[src/rtl/tamagotchi_pkg.sv]
// Shared definitions for the tamagotchi needs engine: mood encodings,
// the mood width and a small sizing helper.
package tamagotchi_pkg;

    localparam int MOOD_W = 2;

    typedef enum logic [MOOD_W-1:0] {
        MOOD_OK   = 2'b00,
        MOOD_WARN = 2'b01,
        MOOD_CRIT = 2'b10,
        MOOD_DEAD = 2'b11
    } mood_e;

    // Counter width for a value range, never narrower than one bit.
    function automatic int clog2_min1(input int value);
        return (value > 1) ? $clog2(value) : 1;
    endfunction

endpackage

[src/rtl/tamagotchi_tick_gen.sv]
// Decay-tick prescaler for the needs engine. Counts 0..T-1 and raises o_tick
// during the last count. With TAMA_TEST_MODE_EN defined, a rising edge on
// i_btn_test toggles a test mode that shortens T by TEST_DIV and restarts the
// count. Without the macro the test button is ignored.
module tamagotchi_tick_gen
    import tamagotchi_pkg::*;
#(
    parameter int DECAY_TICKS = 50_000_000,
    parameter int TEST_DIV    = 10
) (
    input  logic i_clk,
    input  logic i_rst_n,
    input  logic i_btn_test,
    output logic o_tick,
    output logic o_test_mode
);

    localparam int T_NORM = (DECAY_TICKS < 1) ? 1 : DECAY_TICKS;
    localparam int CNT_W  = clog2_min1(T_NORM);
    localparam logic [CNT_W-1:0] LAST_NORM = CNT_W'(T_NORM - 1);

    logic [CNT_W-1:0] r_cnt;
    logic             w_last;
    logic             w_clear;

`ifdef TAMA_TEST_MODE_EN
    localparam int DIV_SAFE   = (TEST_DIV < 1) ? 1 : TEST_DIV;
    localparam int T_TEST_RAW = T_NORM / DIV_SAFE;
    localparam int T_TEST     = (T_TEST_RAW < 1) ? 1 : T_TEST_RAW;
    localparam logic [CNT_W-1:0] LAST_TEST = CNT_W'(T_TEST - 1);

    logic r_test_cur;
    logic r_test_prev;
    logic r_test_mode;
    logic w_test_rise;

    assign w_test_rise = r_test_cur & ~r_test_prev;

    // Register the test button twice for edge detection; toggle mode on a rise.
    always_ff @(posedge i_clk or negedge i_rst_n) begin
        if (!i_rst_n) begin
            r_test_cur  <= 1'b0;
            r_test_prev <= 1'b0;
            r_test_mode <= 1'b0;
        end else begin
            r_test_cur  <= i_btn_test;
            r_test_prev <= r_test_cur;
            if (w_test_rise) begin
                r_test_mode <= ~r_test_mode;
            end
        end
    end

    assign w_last      = (r_cnt == (r_test_mode ? LAST_TEST : LAST_NORM));
    assign w_clear     = w_test_rise;
    assign o_test_mode = r_test_mode;
`else
    logic w_unused_btn_test;
    assign w_unused_btn_test = i_btn_test;

    assign w_last      = (r_cnt == LAST_NORM);
    assign w_clear     = 1'b0;
    assign o_test_mode = 1'b0;
`endif

    // Prescaler: wrap on the last count, restart whenever the mode toggles.
    always_ff @(posedge i_clk or negedge i_rst_n) begin
        if (!i_rst_n) begin
            r_cnt <= '0;
        end else if (w_clear || w_last) begin
            r_cnt <= '0;
        end else begin
            r_cnt <= r_cnt + CNT_W'(1);
        end
    end

    // Tick is decoded straight from the counter register.
    assign o_tick = w_last;

endmodule

[src/rtl/tamagotchi_needs_core.sv]
// Needs engine: NUM_NEEDS levels decayed round-robin on the prescaled tick,
// replenished by button rising edges, with a registered mood FSM
// (OK/WARN/CRITICAL/DEAD) and per-need alert flags. The optional test mode
// (faster ticks toggled by i_btn_test) is built only when TAMA_TEST_MODE_EN
// is defined; see tamagotchi_tick_gen.
module tamagotchi_needs_core
    import tamagotchi_pkg::*;
#(
    parameter int NUM_NEEDS   = 4,
    parameter int LEVEL_W     = 3,
    parameter int MAX_LEVEL   = 5,
    parameter int WARN_LEVEL  = 2,
    parameter int FEED_STEP   = 2,
    parameter int DECAY_TICKS = 50_000_000,
    parameter int TEST_DIV    = 10,
    parameter int DEAD_TICKS  = 3
) (
    input  logic                         i_clk,
    input  logic                         i_rst_n,
    input  logic [NUM_NEEDS-1:0]         i_btn_need,
    input  logic                         i_btn_test,
    output logic [NUM_NEEDS*LEVEL_W-1:0] o_level,
    output logic [NUM_NEEDS-1:0]         o_alert,
    output logic [MOOD_W-1:0]            o_mood,
    output logic                         o_test_mode,
    output logic                         o_tick_out
);

    localparam int PTR_W  = clog2_min1(NUM_NEEDS);
    localparam int SUM_W  = LEVEL_W + clog2_min1(FEED_STEP + 1) + 1;
    localparam int DCNT_W = clog2_min1(DEAD_TICKS + 1);

    localparam logic [LEVEL_W-1:0] MAX_L    = LEVEL_W'(MAX_LEVEL);
    localparam logic [LEVEL_W-1:0] WARN_L   = LEVEL_W'(WARN_LEVEL);
    localparam logic [SUM_W-1:0]   MAX_S    = SUM_W'(MAX_LEVEL);
    localparam logic [SUM_W-1:0]   STEP_S   = SUM_W'(FEED_STEP);
    localparam logic [PTR_W-1:0]   PTR_LAST = PTR_W'(NUM_NEEDS - 1);
    localparam logic [DCNT_W-1:0]  DEAD_LIM = DCNT_W'(DEAD_TICKS);

    logic                              w_tick;
    logic                              w_test_mode;
    logic [NUM_NEEDS-1:0]              r_btn_cur;
    logic [NUM_NEEDS-1:0]              r_btn_prev;
    logic [NUM_NEEDS-1:0]              w_rise;
    logic [NUM_NEEDS-1:0][LEVEL_W-1:0] r_level;
    logic [NUM_NEEDS-1:0][LEVEL_W-1:0] w_level_next;
    logic [NUM_NEEDS-1:0]              w_low;
    logic [NUM_NEEDS-1:0]              w_zero;
    logic [PTR_W-1:0]                  r_ptr;
    logic [DCNT_W-1:0]                 r_dead_cnt;
    logic [NUM_NEEDS-1:0]              r_alert;
    mood_e                             r_mood;
    mood_e                             w_target;
    logic                              w_dead;

    tamagotchi_tick_gen #(
        .DECAY_TICKS (DECAY_TICKS),
        .TEST_DIV    (TEST_DIV)
    ) u_tick_gen (
        .i_clk       (i_clk),
        .i_rst_n     (i_rst_n),
        .i_btn_test  (i_btn_test),
        .o_tick      (w_tick),
        .o_test_mode (w_test_mode)
    );

    // Two-stage register on the buttons so a held button yields one event.
    always_ff @(posedge i_clk or negedge i_rst_n) begin
        if (!i_rst_n) begin
            r_btn_cur  <= '0;
            r_btn_prev <= '0;
        end else begin
            r_btn_cur  <= i_btn_need;
            r_btn_prev <= r_btn_cur;
        end
    end

    assign w_rise = r_btn_cur & ~r_btn_prev;
    assign w_dead = (r_mood == MOOD_DEAD);

    // Per-channel next level: decay first (saturating at 0), then feed with
    // saturation at MAX_LEVEL, so a same-cycle decay and feed combine.
    for (genvar gi = 0; gi < NUM_NEEDS; gi++) begin : g_need
        logic               w_hit;
        logic [LEVEL_W-1:0] w_dec;
        logic [SUM_W-1:0]   w_sum;

        assign w_hit = w_tick && (r_ptr == PTR_W'(gi));
        assign w_dec = (w_hit && (r_level[gi] != '0)) ? r_level[gi] - LEVEL_W'(1)
                                                       : r_level[gi];
        assign w_sum = SUM_W'(w_dec) + STEP_S;
        assign w_level_next[gi] = !w_rise[gi]   ? w_dec :
                                  (w_sum > MAX_S) ? MAX_L : w_sum[LEVEL_W-1:0];
        assign w_low[gi]  = (r_level[gi] <= WARN_L);
        assign w_zero[gi] = (r_level[gi] == '0);
    end

    // Level registers; frozen once the pet is dead.
    always_ff @(posedge i_clk or negedge i_rst_n) begin
        if (!i_rst_n) begin
            r_level <= {NUM_NEEDS{MAX_L}};
        end else if (!w_dead) begin
            r_level <= w_level_next;
        end
    end

    // Round-robin decay pointer advances on every tick while alive.
    always_ff @(posedge i_clk or negedge i_rst_n) begin
        if (!i_rst_n) begin
            r_ptr <= '0;
        end else if (w_tick && !w_dead) begin
            r_ptr <= (r_ptr == PTR_LAST) ? '0 : r_ptr + PTR_W'(1);
        end
    end

    assign w_target = (|w_zero) ? MOOD_CRIT :
                      (|w_low)  ? MOOD_WARN : MOOD_OK;

    // Mood FSM and alerts, both registered from the current level registers.
    // The dead counter counts ticks spent in CRITICAL and clears on exit.
    always_ff @(posedge i_clk or negedge i_rst_n) begin
        if (!i_rst_n) begin
            r_mood     <= MOOD_OK;
            r_dead_cnt <= '0;
            r_alert    <= '0;
        end else begin
            r_alert <= w_low;
            case (r_mood)
                MOOD_DEAD: begin
                    r_mood <= MOOD_DEAD;
                end
                MOOD_CRIT: begin
                    if (r_dead_cnt >= DEAD_LIM) begin
                        r_mood <= MOOD_DEAD;
                    end else if (w_target != MOOD_CRIT) begin
                        r_mood     <= w_target;
                        r_dead_cnt <= '0;
                    end else if (w_tick) begin
                        r_dead_cnt <= r_dead_cnt + DCNT_W'(1);
                    end
                end
                default: begin
                    r_mood     <= w_target;
                    r_dead_cnt <= '0;
                end
            endcase
        end
    end

    assign o_level     = r_level;
    assign o_alert     = r_alert;
    assign o_mood      = r_mood;
    assign o_test_mode = w_test_mode;
    assign o_tick_out  = w_tick;

endmodule

[config.mk]
export PLATFORM = sky130hd
export DESIGN_NAME = tamagotchi_needs_core
export DESIGN_NICKNAME = d
export VERILOG_FILES = /design/src/rtl/tamagotchi_pkg.sv /design/src/rtl/tamagotchi_tick_gen.sv /design/src/rtl/tamagotchi_needs_core.sv
export SDC_FILE = /design/constraint.sdc
export NUM_CORES = 1
export LEC_CHECK = 0
export BUFFER_PORTS_ARGS = -buffer_cell sky130_fd_sc_hd__buf_2
export CORE_MARGIN = 2
export CORE_UTILIZATION = 35
export DETAILED_ROUTE_END_ITERATION = 8
export GPL_TIMING_DRIVEN = 0
export MAX_ROUTING_LAYER = met4
export SLEW_MARGIN = 20
export SYNTH_ARGS = -nofsm -noshare
export SYNTH_HDL_FRONTEND = slang
export SYNTH_SLANG_ARGS = --single-unit
[constraint.sdc]
create_clock -name i_clk -period 4 [get_ports i_clk]
set_input_delay 0.8 -clock i_clk [delete_from_list [all_inputs] [get_ports i_clk]]
set_output_delay 0.8 -clock i_clk [all_outputs]
set_load 0.01 [all_outputs]
==> results of run 1 <==
==> worst paths after layout <==
kind	startpoint	end	slack (ns)
worst max-delay path	u_tick_gen.r_cnt[0]	o_level[3]	0.55
worst min-delay path	r_btn_cur[2]	r_btn_prev[2]	0.38
worst max register to register	u_tick_gen.r_cnt[0]	o_level[3]	0.55
worst min register to register	r_btn_cur[2]	r_btn_prev[2]	0.38
max in group asynchronous	i_rst_n	r_btn_cur[2]	3.00
min in group asynchronous	i_rst_n	o_level[1]	0.51
==> where the power goes <==
part           switching (mW)  internal, mW  leakage, nW
sequential             0.0809         0.674        0.699
clock                   0.203         0.126       0.0485
combinational           0.366         0.278        0.903
==> synth_stat cells, drive strengths merged (2+ instances only) <==
| cell type | number |
|---|---|
| dfstp | 8 |
| nor4 | 12 |
| nand4 | 8 |
| and2 | 13 |
| o31a | 4 |
| o41ai | 5 |
| buf | 5 |
| and3 | 6 |
| nand3 | 15 |
| inv | 17 |
| a31o | 5 |
| xor2 | 10 |
| or2 | 6 |
| a21boi | 2 |
| clkbuf | 4 |
| o32ai | 2 |
| or4 | 3 |
| nor4b | 2 |
| xnor2 | 15 |
| o21ba | 2 |
| nand2b | 6 |
| o21ai | 6 |
| a31oi | 4 |
| nor2 | 22 |
| and4 | 9 |
| nand2 | 21 |
| dfrtp | 48 |
| a21oi | 9 |
| nor2b | 5 |
| ha | 22 |
| o31ai | 6 |
| nor3 | 5 |
==> layer usage <==
layer | routed length, um | vias up | GRT usage [%]
li1 | - | 1215 | -
met1 | 3310 | 1191 | 20.3
met2 | 3340 | 34 | 24.7
met3 | 198 | 12 | 2.58
met4 | 82 | 0 | 4.00
met5 | 0 | - | -
==> cells by family (layout without fill, tap and decap cells) <==
family	Yosys count	after routing	share of synthesized area (%)
AND/OR/NAND/NOR	140	140	26.2
flip-flops	56	56	43.5
AO/OA/AOI/OAI	50	50	11.2
buffers and inverters	26	58	3.47
XOR/XNOR	25	25	6.75
adder cells (fa/ha/maj)	22	22	8.48
other	1	1	0.116
multiplexers	1	1	0.347
==> worst max-delay path: cells and delay by family, from the launching register on <==
family	cells	cell delay, ns
AO/OA/AOI/OAI	3	0.41
AND/OR/NAND/NOR	5	1.75
flip-flops	1	0.40
adder cells (fa/ha/maj)	2	0.50
buffers and inverters	1	0.30
==> state kept, by name (all words and copies together) (netlist names) <==
register          cells
r_dead_cnt            2
r_ptr                 2
u_tick_gen.r_cnt     26
o_level              12
r_btn_prev            4
r_btn_cur             4
o_mood                2
o_alert               4
==> final cells by class <==
cell class	instances	area (um2)
Inverter	17	63.8
Sequential cell	56	1410
Fill cell	932	5510
Timing Repair Buffer	24	123
Clock inverter	3	22.5
Tap cell	111	139
Clock buffer	5	68.8
Multi-Input combinational cell	239	1720
Buffer	9	48.8
==> cell usage in the layout, fill, tap and decap left out, drive strengths merged, types with 3 or more instances in the layout <==
cell / count
a21oi: 9
a31o: 5
a31oi: 4
and2: 13
and3: 6
and4: 9
buf: 29
clkbuf: 9
dfrtp: 48
dfstp: 8
ha: 22
inv: 18
nand2: 21
nand2b: 6
nand3: 15
nand4: 8
nor2: 22
nor2b: 5
nor3: 5
nor4: 12
o21ai: 6
o31a: 4
o31ai: 6
o41ai: 5
or2: 6
or4: 3
xnor2: 15
xor2: 10
==> impl_metrics.yaml, run 1 <==
run_status:
  status: "complete, no violations"
timing:
  final_critical_path_setup_slack_ns: 0.547
  fin_setup_tns_ns: 0
  hold_violations: 0
  fin_worst_skew_ns: 0.0122
  slew_headroom_pct: 36.9
  whs_ns: 0.382
  worst_slew_pin_slew_ns: 0.937
  rsz0062_at_grt: "no"
  post-route-min-period_ns: 3.45
  setup_viol: 0
  period_share_pct: 86.3
  maxSlewViolCount: 0
  fmax_mhz: 290
clocking:
  cts_buffers: 5
  h-tree-depth: 2
  cts_tree: "built"
  clk_path_buf_depth: 2
  holdBufCountCts: 0
  cts_root_buf: "clkbuf_8"
  post-cts-setup-buffers: 0
  cts_resized: 0
  cts.clk_slew.worst_paths_ns: 0.11
  clk_latency_ns: 0.33
  cts_num_sinks: 56
setup_path:
  crit_fanout: 10
  cp_slowest_cell: "or4_2"
  slowest_delay_ns: 0.53
  arrival_ns: 3.70
  r2r_cells: 11
  required_ns: 4.24
  critical_path_class: "register to register"
  path_cells: "ha_1, nand3_1, nor4b_4, buf_2, a31oi_1, or2_2, ha_1, nand2b_1, or4_2, o311ai_0, o211ai_1"
  cpMostUsedCell: "ha_1"
  worstSetupStartpointType: "register"
  end_kind: "register"
layout:
  layout.nets: 381
  final_area_um2: 3600
  drive_above_1_share_pct: 20.1
  finish.utilization_pct: 39.5
  num_antenna_cells: 0
  finalNonFillerCells: 464
  area.growth.synth_to_final_pct: 10.9
place:
  post-place-ws_ns: 0.581
  dp_hpwl_um: 5050
  port-buffer-count: 24
  place_congestion: 0.848
  dp.cells: 456
  placedInstanceArea_um2: 3510
synth:
  synth_top_area_share_pct: 37.0
  syn_inst: 321
  syn_avg_cell_area_um2: 10.1
  synth-edff-count: 0
  ys_types: 58
  ys_ff_latch: 56
  ys_seq_area_share_pct: 43.5
  async_flop_share_pct: 100
  synth_nets: 350
  synth.area.top_cells: "dfrtp_1 (37%), ha_1 (8.5%), dfstp_2 (6.5%), xnor2_1 (4.0%), xor2_1 (2.7%)"
  syn_area_um2: 3250
  synth-main-ff-cell: "dfrtp_1"
  yosysWarnings: 0
  synth_area_leader_cell: "dfrtp_1"
power_and_ir_drop:
  powerDensity_nw_per_um2: 480
  leakage_nw: 1.65
  fin_total_pwr_mw: 1.73
  vdd_drop_max_mv: 0.166
detailed_routing:
  vias: 2452
  drt_wl_total_um: 6930
  drc_errors: 0
  final_antenna_net_count: 0
  wire_per_inst_um: 14.9
  drt-initial-drc-count: 116
  vias_per_cell: 5.28
  firstDrtPassIters: 4
global_routing:
  grt_first_pass_wirelength_um: 12000
  antenna_found_initial: 0
  first_global_vias: 2449
  grt.total_usage_pct: 15.4
  overflow: 0
  grt_max_degree: 57
run:
  max_cap_viol_count: 0
die:
  fp.dieH_um: 100
  dieWidth_um: 100
  placementRows: 35
  initial_utilization_pct: 35.6
  core_um2: 9110
  io_pins: 27
  die_area_um2: 10100
hold_path:
  min_path_cells: 0
  hp-class: "register to register"
Note: power is estimated with default switching activity, not from simulation.
==> run 2: changes to the inputs <==
--- a/config.mk
+++ b/config.mk
@@ -7,10 +7,12 @@
 export LEC_CHECK = 0
 export BUFFER_PORTS_ARGS = -buffer_cell sky130_fd_sc_hd__buf_2
 export CORE_MARGIN = 2
-export CORE_UTILIZATION = 35
+export CORE_UTILIZATION = 60
+export CTS_BUF_LIST = sky130_fd_sc_hd__clkbuf_16
 export DETAILED_ROUTE_END_ITERATION = 8
 export GPL_TIMING_DRIVEN = 0
 export MAX_ROUTING_LAYER = met4
+export PLACE_DENSITY = 0.9
 export SLEW_MARGIN = 20
 export SYNTH_ARGS = -nofsm -noshare
 export SYNTH_HDL_FRONTEND = slang
==> run 2 against run 1 <==
  * Hold slack got worse by 0.0081 ns
  * Flip-flop and latch count unchanged
  * Clock-buffer cell count unchanged
  * Power increased by 6.2%
  * Design area decreased by 0.10%
  * Maximum frequency decreased by 1.2%
  * First-iteration DRC count increased by 120%
  * Utilization increased by 30 points
  * Die area decreased by 40%
==> impl_metrics.yaml, run 2 (synthesis gave the netlist of run 1 again) <==
setup_path:
  worstSetupStartpointType: "register"
  crit_fanout: 10
  critical_path_class: "register to register"
  required_ns: 4.20
  end_kind: "register"
  arrival_ns: 3.70
layout:
  nFillCells: 351
  area.growth.synth_to_final_pct: 10.8
  largest_reg_flops: 26
  multi_input_area_um2: 1720
  regArea_um2: 1410
  drive_above_1_share_pct: 19.8
  layout.nets: 381
  layout_common_cells: "dfrtp_1 (48), buf_2 (26), nor2_1 (22), ha_1 (22), nand2_1 (20)"
  num_antenna_cells: 0
  finalNonFillerCells: 423
  final_common_cell: "dfrtp_1"
  regMostFlops: "u_tick_gen.r_cnt"
power_and_ir_drop:
  power_frac_clock_pct: 22.9
  leakage_nw: 1.67
  vdd_drop_max_mv: 0.279
  combPwrFrac_pct: 35.8
  power.internal_mw: 1.18
  seqPwrFrac_pct: 41.4
  powerDensity_nw_per_um2: 511
  p_sw_share_pct: 35.5
  power_switching_uw: 652
timing:
  fin_setup_tns_ns: 0
  fmax_mhz: 286
  fin_worst_skew_ns: 0.00459
  rsz0062_at_grt: "no"
  setup_viol: 0
  hold_violations: 0
  whs_ns: 0.374
  maxSlewViolCount: 0
  slew_headroom_pct: 34.7
  period_share_pct: 87.4
  worst_slew_pin_slew_ns: 0.970
  post-route-min-period_ns: 3.49
detailed_routing:
  vias_per_cell: 6.03
  vias: 2552
  drc_errors: 0
  wire_per_inst_um: 16.7
  drt_wl_total_um: 7080
  firstDrtPassIters: 4
  final_antenna_net_count: 0
  drt-initial-drc-count: 260
die:
  die_area_um2: 6010
  core_um2: 5170
  io_pins: 27
  placementRows: 26
  dieWidth_um: 77.6
  fp.dieH_um: 77.6
  initial_utilization_pct: 62.7
clocking:
  cts_resized: 0
  clk_path_buf_depth: 2
  cts_root_buf: "clkbuf_16"
  holdBufCountCts: 0
  cts.clk_slew.worst_paths_ns: 0.07
  h-tree-depth: 2
  cts_buffers: 5
  post-cts-setup-buffers: 0
  clk_latency_ns: 0.29
  cts_tree: "built"
  cts_num_sinks: 56
global_routing:
  grt.total_usage_pct: 26.8
  grt_max_degree: 57
  grt_first_pass_wirelength_um: 12400
  first_global_vias: 2635
  overflow: 0
  antenna_found_initial: 0
place:
  port-buffer-count: 24
  dp_hpwl_um: 4990
  dp.cells: 415
  place_congestion: 0.855
hold_path:
  hp-class: "register to register"
run:
  max_cap_viol_count: 0
run_status:
  status: "complete, no violations"
run 2: path summary, 6_finish.rpt:
kind                                          start              endpoint  cells after the start  slack [ns]
worst max register to register  u_tick_gen.r_cnt[0]            o_level[3]                     11        0.51
min in group asynchronous                   i_rst_n  u_tick_gen.r_cnt[20]                      1        0.53
worst min register to register         r_btn_cur[2]         r_btn_prev[2]                      0        0.37
max in group asynchronous                   i_rst_n            o_alert[3]                      1        3.01
worst min-delay path                   r_btn_cur[2]         r_btn_prev[2]                      0        0.37
worst max-delay path            u_tick_gen.r_cnt[0]            o_level[3]                     11        0.51
run 2: worst max-delay path, cell delays in order, from the launching register on:
cell,delay [ns]
dfrtp_1,0.40
ha_1,0.22
nand3_1,0.26
nor4b_4,0.49
buf_2,0.31
a31oi_1,0.15
or2_2,0.33
ha_1,0.30
nand2b_1,0.15
or4_2,0.53
o311ai_0,0.11
o211ai_1,0.15
run 2: layer usage:
layer / routed length [um] / vias up / track usage (%) / part of all wire, %
met2: 3510 / 83 / 43.6 / 50
met1: 3000 / 1241 / 33.3 / 42
met5: 0 / - / - / 0
li1: - / 1214 / - / -
met4: 146 / 0 / 10.4 / 2.1
met3: 424 / 14 / 5.23 / 6.0
run 2: power by group through the flow:
| stage | Clock (mW) | Combinational (mW) | Sequential [mW] |
|---|---|---|---|
| floorplan | 0 | 0.402 | 0.786 |
| global placement | 0 | 0.610 | 0.760 |
| detailed placement | 0 | 0.642 | 0.765 |
| CTS | 0.427 | 0.654 | 0.756 |
| global route | 0.457 | 0.736 | 0.771 |
| finish | 0.419 | 0.656 | 0.759 |
run 2: cell type report:
class,instances,area share (%)
well taps,70,2.44
repair buffers,24,3.41
inverters,17,1.78
flip-flops and latches,56,39.3
clock buffers,5,3.48
clock inverters,3,0.383
multi-input cells,239,47.9
plain buffers,9,1.36
run 2: per-stage QoR:
step	power [mW]	utilization (%)	setup WS [ns]	area, um2
floorplan	1.19	-	1.04	3250
global placement	1.37	66.8	0.648	3450
detailed placement	1.41	66.8	0.593	3460
CTS	1.84	69.5	0.533	3590
global route	1.96	69.5	0.240	3590
finish	1.84	69.5	0.506	3590
==> run 3: changes to the inputs <==
--- a/config.mk
+++ b/config.mk
@@ -12,7 +12,7 @@
 export DETAILED_ROUTE_END_ITERATION = 8
 export GPL_TIMING_DRIVEN = 0
 export MAX_ROUTING_LAYER = met4
-export PLACE_DENSITY = 0.9
+export PLACE_DENSITY = 0.76
 export SLEW_MARGIN = 20
 export SYNTH_ARGS = -nofsm -noshare
 export SYNTH_HDL_FRONTEND = slang
==> run 3 against run 2 <==
  * Clock-buffer cell count unchanged
  * Die area is the same
  * Routed wire length fell by 9.2%
  * Power fell by 0.43%
  * Worst setup slack better by 0.083 ns
  * Largest cell class unchanged
  * Critical path type unchanged
  * Hold slack worse by 0.0041 ns
  * Non-clock buffer count is the same
  * Via count decreased by 2.8%
  * Clock power increased by 5.5%
  * Highest routed layer unchanged
  * Flip-flop and latch count unchanged
==> impl_metrics.yaml, run 3 (synthesis gave the netlist of run 1 again) <==
global_routing:
  grt_max_degree: 57
  antenna_found_initial: 0
  overflow: 0
  grt_first_pass_wirelength_um: 11200
  grt.total_usage_pct: 23.6
  first_global_vias: 2418
setup_path:
  end_kind: "register"
  r2r_cells: 11
  critical_path_class: "register to register"
  r2r_end: "o_level[3]"
  cpMostUsedCell: "ha_1"
  cp.buffers_inverters: 1
  critical_path.top_delay_family: "simple AND/OR/NAND/NOR gates"
  crit_fanout: 10
  path_cells: "ha_1, nand3_1, nor4b_4, buf_2, a31oi_1, or2_2, ha_1, nand2b_1, or4_2, o311ai_0, o211ai_1"
  arrival_ns: 3.62
  required_ns: 4.21
  worstSetupStartpointType: "register"
  r2r-start: "u_tick_gen.r_cnt[0]"
  slowest_delay_ns: 0.52
  cp_slowest_cell: "or4_2"
  r2r_slack_ns: 0.59
layout:
  final_common_cell: "dfrtp_1"
  num_antenna_cells: 0
  layout_common_cells: "dfrtp_1 (48), buf_2 (26), nor2_1 (22), ha_1 (22), nand2_1 (20)"
  regArea_um2: 1410
  nFillCells: 409
  regMostFlops: "u_tick_gen.r_cnt"
  multi_input_area_um2: 1720
  drive_above_1_share_pct: 20.1
  final_area_um2: 3600
  layout.nets: 381
  largest_reg_flops: 26
  area.growth.synth_to_final_pct: 11.0
clocking:
  h-tree-depth: 2
  cts_buffers: 5
  clk_path_buf_depth: 2
  cts_tree: "built"
  clk_latency_ns: 0.30
  post-cts-setup-buffers: 0
  cts_num_sinks: 56
  cts.clk_slew.worst_paths_ns: 0.07
  holdBufCountCts: 0
  cts_resized: 0
  cts_root_buf: "clkbuf_16"
detailed_routing:
  firstDrtPassIters: 4
  drc_errors: 0
  vias_per_cell: 5.87
  drt_wl_total_um: 6430
  final_antenna_net_count: 0
  drt-initial-drc-count: 121
  vias: 2481
  wire_per_inst_um: 15.2
place:
  dp_hpwl_um: 4640
  port-buffer-count: 24
  place_congestion: 0.878
  placedInstanceArea_um2: 3460
power_and_ir_drop:
  powerDensity_nw_per_um2: 507
  leakage_nw: 1.68
  vdd_drop_max_mv: 0.311
run_status:
  status: "complete, no violations"
timing:
  setup_viol: 0
  rsz0062_at_grt: "no"
  fmax_mhz: 293
  slew_headroom_pct: 30.3
  fin_worst_skew_ns: 0.00817
  hold_violations: 0
  maxSlewViolCount: 0
  fin_setup_tns_ns: 0
  post-route-min-period_ns: 3.41
  whs_ns: 0.370
  period_share_pct: 85.3
  worst_slew_pin_slew_ns: 1.04
die:
  io_pins: 27
  core_um2: 5170
  placementRows: 26
  fp.dieH_um: 77.6
  initial_utilization_pct: 62.7
  dieWidth_um: 77.6
  die_area_um2: 6010
hold_path:
  hp-class: "register to register"
  min_path_cells: 0
  min_to: "r_btn_prev[2]"
  worstHoldStart: "r_btn_cur[2]"
run:
  max_cap_viol_count: 0
run 3: cell types whose count changed in the layout (fill, tap and decap cells not counted), sizes merged:
cell and delta:
clkinv -1, inv +1
run 3: power by group:
| group | switching, mW | leakage (nW) | internal (mW) |
|---|---|---|---|
| clock | 0.207 | 0.0742 | 0.235 |
| combinational | 0.357 | 0.903 | 0.279 |
| sequential | 0.0754 | 0.699 | 0.674 |
| total | 0.640 | 1.68 | 1.19 |
run 3: how the worst max path moves through the flow:
stage | slack (ns) | end | cells past startpoint | start
final | 0.59 | o_level[3] | 11 | u_tick_gen.r_cnt[0]
after global routing | 0.35 | o_level[3] | 11 | u_tick_gen.r_cnt[0]
after CTS | 0.58 | o_level[3] | 11 | u_tick_gen.r_cnt[0]
after detailed placement | 0.61 | o_level[3] | 11 | u_tick_gen.r_cnt[0]
after global placement | 0.64 | o_level[3] | 11 | u_tick_gen.r_cnt[0]
after floorplan | 1.04 | o_level[3] | 11 | u_tick_gen.r_cnt[0]
run 3: per-layer routing:
| layer | wire, um | track usage [%] | vias to the layer above |
|---|---|---|---|
| met5 | 0 | - | - |
| met4 | 69 | 6.61 | 0 |
| met3 | 243 | 3.26 | 6 |
| met2 | 2970 | 36.6 | 53 |
| met1 | 3150 | 32.9 | 1208 |
| li1 | - | - | 1214 |
run 3: layout make-up:
cell class,count,share of cell area (%)
clock buffers,5,3.47
repair buffers,24,3.40
plain buffers,9,1.35
flip-flops and latches,56,39.2
multi-input cells,239,47.8
inverters,17,1.77
clock inverters,3,0.625
well taps,70,2.43
run 3: per-stage QoR:
| step | util (%) | worst slack (ns) | power (mW) | instances |
|---|---|---|---|---|
| global route | 69.7 | 0.345 | 1.96 | 423 |
| detailed placement | 66.8 | 0.612 | 1.40 | 415 |
| finish | 69.7 | 0.588 | 1.83 | 423 |
| floorplan | - | 1.04 | 1.19 | 321 |
| CTS | 69.7 | 0.577 | 1.84 | 423 |
| global placement | 66.8 | 0.637 | 1.37 | 415 |
